`config.mk`:
```
export PLATFORM = sky130hd
export DESIGN_NAME = gsram_seq_ctrl
export DESIGN_NICKNAME = d
export VERILOG_FILES = /design/src/rtl/gsram_seq_ctrl.sv
export SDC_FILE = /design/constraint.sdc
export NUM_CORES = 1
export LEC_CHECK = 0
export CORE_UTILIZATION = 34
export DETAILED_ROUTE_END_ITERATION = 8
export PLACE_DENSITY = 0.61
export SYNTH_ARGS = -nofsm -noshare
export SYNTH_HDL_FRONTEND = slang
export SYNTH_SLANG_ARGS = --single-unit
```
`constraint.sdc`:
```
create_clock -name clk -period 1.95 [get_ports clk]
set_input_delay 0.39 -clock clk [delete_from_list [all_inputs] [get_ports clk]]
set_output_delay 0.39 -clock clk [all_outputs]
set_load 0.03 [all_outputs]
```
`src/rtl/gsram_seq_ctrl.sv`:
```
// gsram_seq_ctrl: gSRAM LUT load + m2 compute sequencer; ports: start/skip_load/abort in, busy/done/err out, sram_* array side, lut_addr, m2_* valid/ready side
module gsram_seq_ctrl #(
  parameter int ROWS = 10,
  parameter int COLS = 10,
  parameter int DW = 16,
  parameter int M2_TIMEOUT = 255
) (
  input  logic          clk,
  input  logic          rst,
  input  logic          start,
  input  logic          skip_load,
  input  logic          abort,
  output logic          busy,
  output logic          done,
  output logic          err,
  output logic          sram_we,
  output logic [3:0]    sram_row,
  output logic [3:0]    sram_col,
  output logic          sram_inmuxsel,
  input  logic [DW-1:0] sram_rdata,
  output logic [6:0]    lut_addr,
  output logic          m2_op_valid,
  output logic [DW-1:0] m2_op_data,
  input  logic          m2_op_ready,
  input  logic          m2_res_valid,
  output logic          m2_res_ack
);
  localparam int TW = $clog2(M2_TIMEOUT + 1);
  typedef enum logic [3:0] {IDLE, LOAD, RD, RWAIT, ISSUE, WAITRES, WB, FLUSH1, FLUSH2, DONE} state_t;
  state_t state, state_n;
  logic [3:0] row, col, row_n, col_n, row_a, col_a;
  logic [TW-1:0] tcnt, tcnt_n;
  logic [DW-1:0] op_q, op_n;
  logic [6:0] lut_q, lut_n, lin;
  logic err_n, last;
  assign lin = 7'(row) * 7'(COLS) + 7'(col);
  assign last = row == 4'(ROWS - 1) && col == 4'(COLS - 1);
  assign col_a = col == 4'(COLS - 1) ? 4'd0 : col + 4'd1;
  assign row_a = col == 4'(COLS - 1) ? row + 4'd1 : row;
  always_comb begin
    state_n = state;
    row_n = row;
    col_n = col;
    tcnt_n = tcnt;
    op_n = op_q;
    lut_n = lut_q;
    err_n = err;
    if (abort) state_n = IDLE;
    else case (state)
      IDLE: if (start) begin
        err_n = 1'b0;
        row_n = 4'd0;
        col_n = 4'd0;
        state_n = skip_load ? RD : LOAD;
      end
      LOAD: begin
        lut_n = lin;
        row_n = last ? 4'd0 : row_a;
        col_n = last ? 4'd0 : col_a;
        state_n = last ? RD : LOAD;
      end
      RD: state_n = RWAIT;
      RWAIT: begin
        op_n = sram_rdata;
        state_n = ISSUE;
      end
      ISSUE: begin
        tcnt_n = '0;
        state_n = m2_op_ready ? WAITRES : ISSUE;
      end
      WAITRES: if (m2_res_valid) state_n = WB;
      else if (tcnt == TW'(M2_TIMEOUT - 1)) begin
        err_n = 1'b1;
        state_n = IDLE;
      end else tcnt_n = tcnt + TW'(1);
      WB: begin
        row_n = last ? row : row_a;
        col_n = last ? col : col_a;
        state_n = last ? FLUSH1 : RD;
      end
      FLUSH1: state_n = FLUSH2;
      FLUSH2: state_n = DONE;
      default: state_n = IDLE;
    endcase
  end
  always_ff @(posedge clk) begin
    if (rst) begin
      state <= IDLE;
      row <= '0;
      col <= '0;
      tcnt <= '0;
      op_q <= '0;
      lut_q <= '0;
      err <= 1'b0;
    end else begin
      state <= state_n;
      row <= row_n;
      col <= col_n;
      tcnt <= tcnt_n;
      op_q <= op_n;
      lut_q <= lut_n;
      err <= err_n;
    end
  end
  assign busy = state != IDLE && state != DONE;
  assign done = state == DONE;
  assign sram_we = !rst && !abort && (state == LOAD || state == WB);
  assign sram_row = row;
  assign sram_col = col;
  assign sram_inmuxsel = state == LOAD;
  assign lut_addr = state == LOAD ? lin : lut_q;
  assign m2_op_valid = !rst && !abort && state == ISSUE;
  assign m2_op_data = op_q;
  assign m2_res_ack = !rst && !abort && state == WB;
endmodule

```
==> results of run 1 <==
-- cell families (layout without fill, tap and decap cells) --
| group | after synthesis | in the layout |
|---|---|---|
| AND/OR/NAND/NOR | 126 | 126 |
| AO/OA/AOI/OAI | 56 | 56 |
| flip-flops | 44 | 44 |
| buffers and inverters | 31 | 140 |
| XOR/XNOR | 19 | 19 |
| adder cells (fa/ha/maj) | 15 | 15 |
| multiplexers | 6 | 6 |
-- critical path, cell delays in order (launching register included) --
cell and delay (ps):
dfxtp_4 360, ha_4 260, ha_4 110, inv_2 30, fa_1 480, and3b_1 200
xnor2_2 150, o21ai_4 130, buf_6 140
-- stage by stage --
stage                     cell area (µm²)  cells  hold slack, ps  power [mW]  setup TNS (ps)
after global routing                 3860    502             482        1.81           -4070
after floorplan                      2520    297             458        1.04            -543
after CTS                            3740    498             460        1.74           -3210
final                                3860    502             455        1.73           -3210
after detailed placement             3490    484             448        1.16           -3840
after global placement               3490    484             441        1.16           -3370
-- final cells by class --
cell class	instances	area (µm²)
Fill cell	627	2940
Inverter	16	75.1
Clock inverter	2	11.3
Tap cell	96	120
Timing Repair Buffer	117	1100
Multi-Input combinational cell	222	1590
Clock buffer	5	68.8
Sequential cell	44	900
-- how the worst min path moves through the flow --
stage                   start        endpoint  slack (ps)  depth (start not counted)
2_1_floorplan        lut_q[0]        lut_q[0]         460                          2
3_3_place_gp    m2_op_data[9]   m2_op_data[9]         440                          2
3_5_place_dp   m2_op_data[15]  m2_op_data[15]         450                          2
4_1_cts        m2_op_data[15]  m2_op_data[15]         460                          2
5_1_grt        m2_op_data[11]  m2_op_data[11]         480                          2
6_report       m2_op_data[15]  m2_op_data[15]         460                          2
-- cells in the final DEF (no fill, tap or decap), types with 8 or more instances in the layout --
cell type,synthesis,layout
nor2_1,32,32
nand2_1,49,47
dfxtp_1,44,37
buf_4,1,52
nor3_1,11,8
inv_1,15,13
a21oi_1,26,25
buf_6,1,13
ha_1,13,9
clkdlybuf4s50_1,0,45
nand3_1,8,8
xnor2_1,12,10
-- metal layers --
layer | track usage (%) | up-vias | share of wire [%]
met4 | 5.61 | 0 | 2.1
met2 | 30.3 | 51 | 48
met5 | 0 | - | 0
met1 | 21.5 | 1104 | 45
met3 | 3.56 | 9 | 4.4
li1 | - | 1219 | -
-- power by group --
group	leakage (nW)	internal (mW)	total (mW)	switching, mW
clock	0.0443	0.244	0.562	0.318
combinational	1.07	0.138	0.264	0.126
sequential	0.360	0.901	0.906	0.00507
total	1.48	1.28	1.73	0.449
-- what timing repair did --
item / in CTS / in global routing
gates cloned: 1 / 0
pin swaps: 8 / 5
gates resized for setup: 27 / 22
endpoints found under the setup margin: 23 / 19
setup buffers: 7 / 4
-- sequential cells by signal (all words and copies together) (netlist names) --
| signal | count |
|---|---|
| lut_q | 7 |
| m2_op_data | 16 |
| err | 1 |
| tcnt | 8 |
| sram_row | 4 |
| sram_col | 4 |
| state | 4 |
==> impl_metrics.ini, run 1 <==
[clock_network]
cts.htree.levels = 2
tritoncts = done
cts_buffers = 5
clkLatencyLatePin_ps = 300
clk_pin_slew_worst_paths_ps = 80
clkSinkCount = 44
cts.path.max_buffers = 2
root_buffer = clkbuf_8
cts_hold_buf = 0

[placed_design]
port-buffer-count = 60
place_worst_setup_slack_ps = -371
globalplace.congestion = 0.819
hpwl_um = 4530

[routing]
drt_first_pass_iters = 4
wl_um = 6410
viasPerCell = 4.75
antenna_left = 0
drtIter0Drc = 61
wire_per_inst_um = 12.8
drc = 0
vias = 2383

[critical_path]
crit_path_max_fanout = 2
reg2reg_slack_ps = -80
cp-endpoint = lut_addr[6]
worstSetupPathType = flip-flop to primary output
r2r-start = sram_row[3]
endpoint_kind = primary output
r2r_end = lut_q[5]
required_ps = 1560
worst_r2r_path_depth = 9
cp.arrival_ps = 2170
worstSetupStartpointType = flip-flop
startpoint = sram_row[3]

[timing]
finClkSkew_ps = 5.06
hold_violations = 0
finalCritPeriodShare_pct = 131
max_freq_ghz = 0.391
min_period_ps = 2560
finalSetupViolCount = 12
worst_slack_ps = -607
max_slew_margin_pct = 75.5
slew_viol_final = 0
rsz0062_at_grt = true
tightestPinTransition_ps = 367

[die]
fp.dieArea_um2 = 7360
pin_count = 61
dieHeight_um = 85.8
start_util_pct = 35.2
die_w_um = 85.8
core_region_area_um2 = 6790
rows = 30

[synth]
yosys_most_used_dff = dfxtp_1
yosys-mux-area-fraction_pct = 2.62
synth_area_leader_cell = dfxtp_1
synth_top_family_by_area = simple AND/OR/NAND/NOR gates
synth_fa_ha_area_share_pct = 8.49
synth_top_area_share_pct = 36.9
synth-async-reset-ratio_pct = 0
yosys-top-cells-area = dfxtp_1, nand2_1, ha_1
synth_most_common_cell = nand2_1
netlist_top_cells_count = nand2_1, dfxtp_1, nor2_1
synth_compound_area_share_pct = 14.4
synthCells = 297
yosysSeqAreaShare_pct = 36.9
netlist_area_um2 = 2390
yosysWarnings = 0
synth-xor-area-share_pct = 6.97
synth_simple_gate_area_share_pct = 25.2
ys_seq_elements = 44
synth_edf_count = 0
syn_area_per_cell_um2 = 8.04
synth.distinct_cells = 51
synth_nets = 335

[job]
cap_violations = 0

[global_routing]
grt_max_degree = 17
grt_pass1_vias = 2267
antenna_found_initial = 0
grt-ovfl-total = 0
grt_usage_pct = 17.4
grt_pass1_wl_um = 10200

[cells_and_area]
drive_above_1_share_pct = 29.3
postLayoutCoreUtil_pct = 56.8
fin_nets = 444
syn2layout_area_growth_pct = 61.5
diodes = 0

[run_status]
violations = setup timing
status = finished with violations

[power]
ir_worst_vdd_mv = 0.249
leakagePower_nw = 1.48
powerDensity_nw_per_um2 = 449

[worst_hold_path]
hp-class = flip-flop to flip-flop
Power figures use the tool's default switching activity.
==> run 2: changes to the inputs <==
Settings changed: SLEW_MARGIN set to 10.
==> results of run 2 <==
The final DEF is identical to that of run 1; final timing and power are the same.
==> run 3: changes to the inputs <==
Settings changed: PLACE_DENSITY 0.61 to unset, PLACE_DENSITY_LB_ADDON set to 0.12.
==> run 3 against run 2 <==
  * The run still ends with setup timing left
  * Sequential cell count did not move
  * Register-to-register slack worse by 30 ps
  * First-iteration DRC count grew 4.9%
  * Count of clock-buffer cells in the layout is 2 higher
  * Global-route usage is 1.1 points higher
==> impl_metrics.ini, run 3 (same netlist as run 1, synthesis figures left out) <==
[run_status]
status = finished with violations
violations = setup timing

[die]
fp.dieArea_um2 = 7360
rows = 30
core_region_area_um2 = 6790
start_util_pct = 35.2
die_w_um = 85.8
dieHeight_um = 85.8
pin_count = 61

[clock_network]
cts.path.max_buffers = 2
tritoncts = done
clkLatencyLatePin_ps = 300
clkSinkCount = 44
cts_hold_buf = 0
clk_pin_slew_worst_paths_ps = 90
root_buffer = clkbuf_8
cts.htree.levels = 2
cts_buffers = 5

[timing]
rsz0062_at_grt = true
min_period_ps = 2580
max_slew_margin_pct = 74.6
finalSetupViolCount = 11
finalCritPeriodShare_pct = 132
slew_viol_final = 0
tightestPinTransition_ps = 378
max_freq_ghz = 0.387
hold_violations = 0
worst_slack_ps = -633
finClkSkew_ps = 9.85

[routing]
drc = 0
drtIter0Drc = 64
wl_um = 6630
antenna_left = 0
wire_per_inst_um = 13.2
viasPerCell = 4.73
drt_first_pass_iters = 4
vias = 2385

[job]
cap_violations = 0

[critical_path]
worstSetupStartpointType = flip-flop
endpoint_kind = primary output
path_buf_inv = 2
path_cells = ha_4 > ha_4 > inv_2 > fa_1 > and3b_1 > xnor2_2 > o21ai_4 > buf_6
required_ps = 1560
cpMaxStageDelayCell = fa_1
worstSetupPathType = flip-flop to primary output
startpoint = sram_row[1]
critPathTopFamily = adder cells
crit_path_max_fanout = 2
crit_top_cell = ha_4
r2r-start = sram_row[1]
cp.arrival_ps = 2190
cp_slowest_stage_delay_ps = 490

[placed_design]
hpwl_um = 4660
port-buffer-count = 60
place_worst_setup_slack_ps = -371
dp.cells = 482
globalplace.congestion = 0.858

[global_routing]
grt_usage_pct = 18.5
antenna_found_initial = 0
grt_max_degree = 23
grt_pass1_vias = 2264
grt-ovfl-total = 0
grt_pass1_wl_um = 10800

[cells_and_area]
largest_reg_flops = 16
final_cell_mix = buf_4, nand2_1, clkdlybuf4s50_1, dfxtp_1, nor2_1
fin_nets = 445
fin_cells = 504
layout.cells.most_common = buf_4
syn2layout_area_growth_pct = 65.2
nFillCells = 622
ff_latch_area_um2 = 900
diodes = 0
multiInputGateArea_um2 = 1630
drive_above_1_share_pct = 31.1

[power]
ir_worst_vdd_mv = 0.209
leakagePower_nw = 1.53
powerDensity_nw_per_um2 = 476

[worst_hold_path]
min-delay-start = m2_op_data[6]
hp-class = flip-flop to flip-flop
-- run 3: cell type report --
class	count	share of cell area, %
Inverter	16	1.90
Sequential cell	44	22.8
Multi-Input combinational cell	222	41.4
Clock buffer	7	2.73
Timing Repair Buffer	118	27.9
Tap cell	96	3.04
Clock inverter	1	0.222
-- run 3: tightest hold or removal path, cell delays in order (launching register included) --
cell and delay, ps:
dfxtp_1 320, nand2_1 50, a21oi_1 50
-- run 3: final timing paths --
path	endpoint	slack (ps)	cells after the start
max reg2reg	lut_q[5]	-110	9
max	lut_addr[6]	-630	8
min	m2_op_data[6]	460	2
min reg2reg	m2_op_data[6]	460	2
-- run 3: per-stage QoR --
step	instance area (µm²)	hold slack, ps	TNS [ps]	total power [mW]	utilization, %
2_1_floorplan	2520	458	-543	1.04	-
3_3_place_gp	3480	441	-3880	1.16	51.2
3_5_place_dp	3480	447	-4490	1.16	51.2
4_1_cts	3800	459	-2790	1.89	55.9
5_1_grt	3950	482	-3960	1.96	58.1
6_report	3950	458	-2900	1.88	58.1
-- run 3: what timing repair did --
| action | 4_1_cts | 5_1_grt |
|---|---|---|
| gates resized for setup | 35 | 30 |
| pin swaps | 10 | 11 |
| buffers inserted | 11 | 4 |
| endpoints found under the setup margin | 22 | 24 |
-- run 3: power breakdown --
group / switching, mW / internal, mW
Combinational: 0.130 / 0.138
Clock: 0.335 / 0.368
Sequential: 0.00597 / 0.901
-- run 3: routing by layer --
layer	global-route usage (%)	routed length, µm
met5	0	0
met2	29.7	3150
met1	25.2	3190
met3	3.75	222
met4	5.45	61
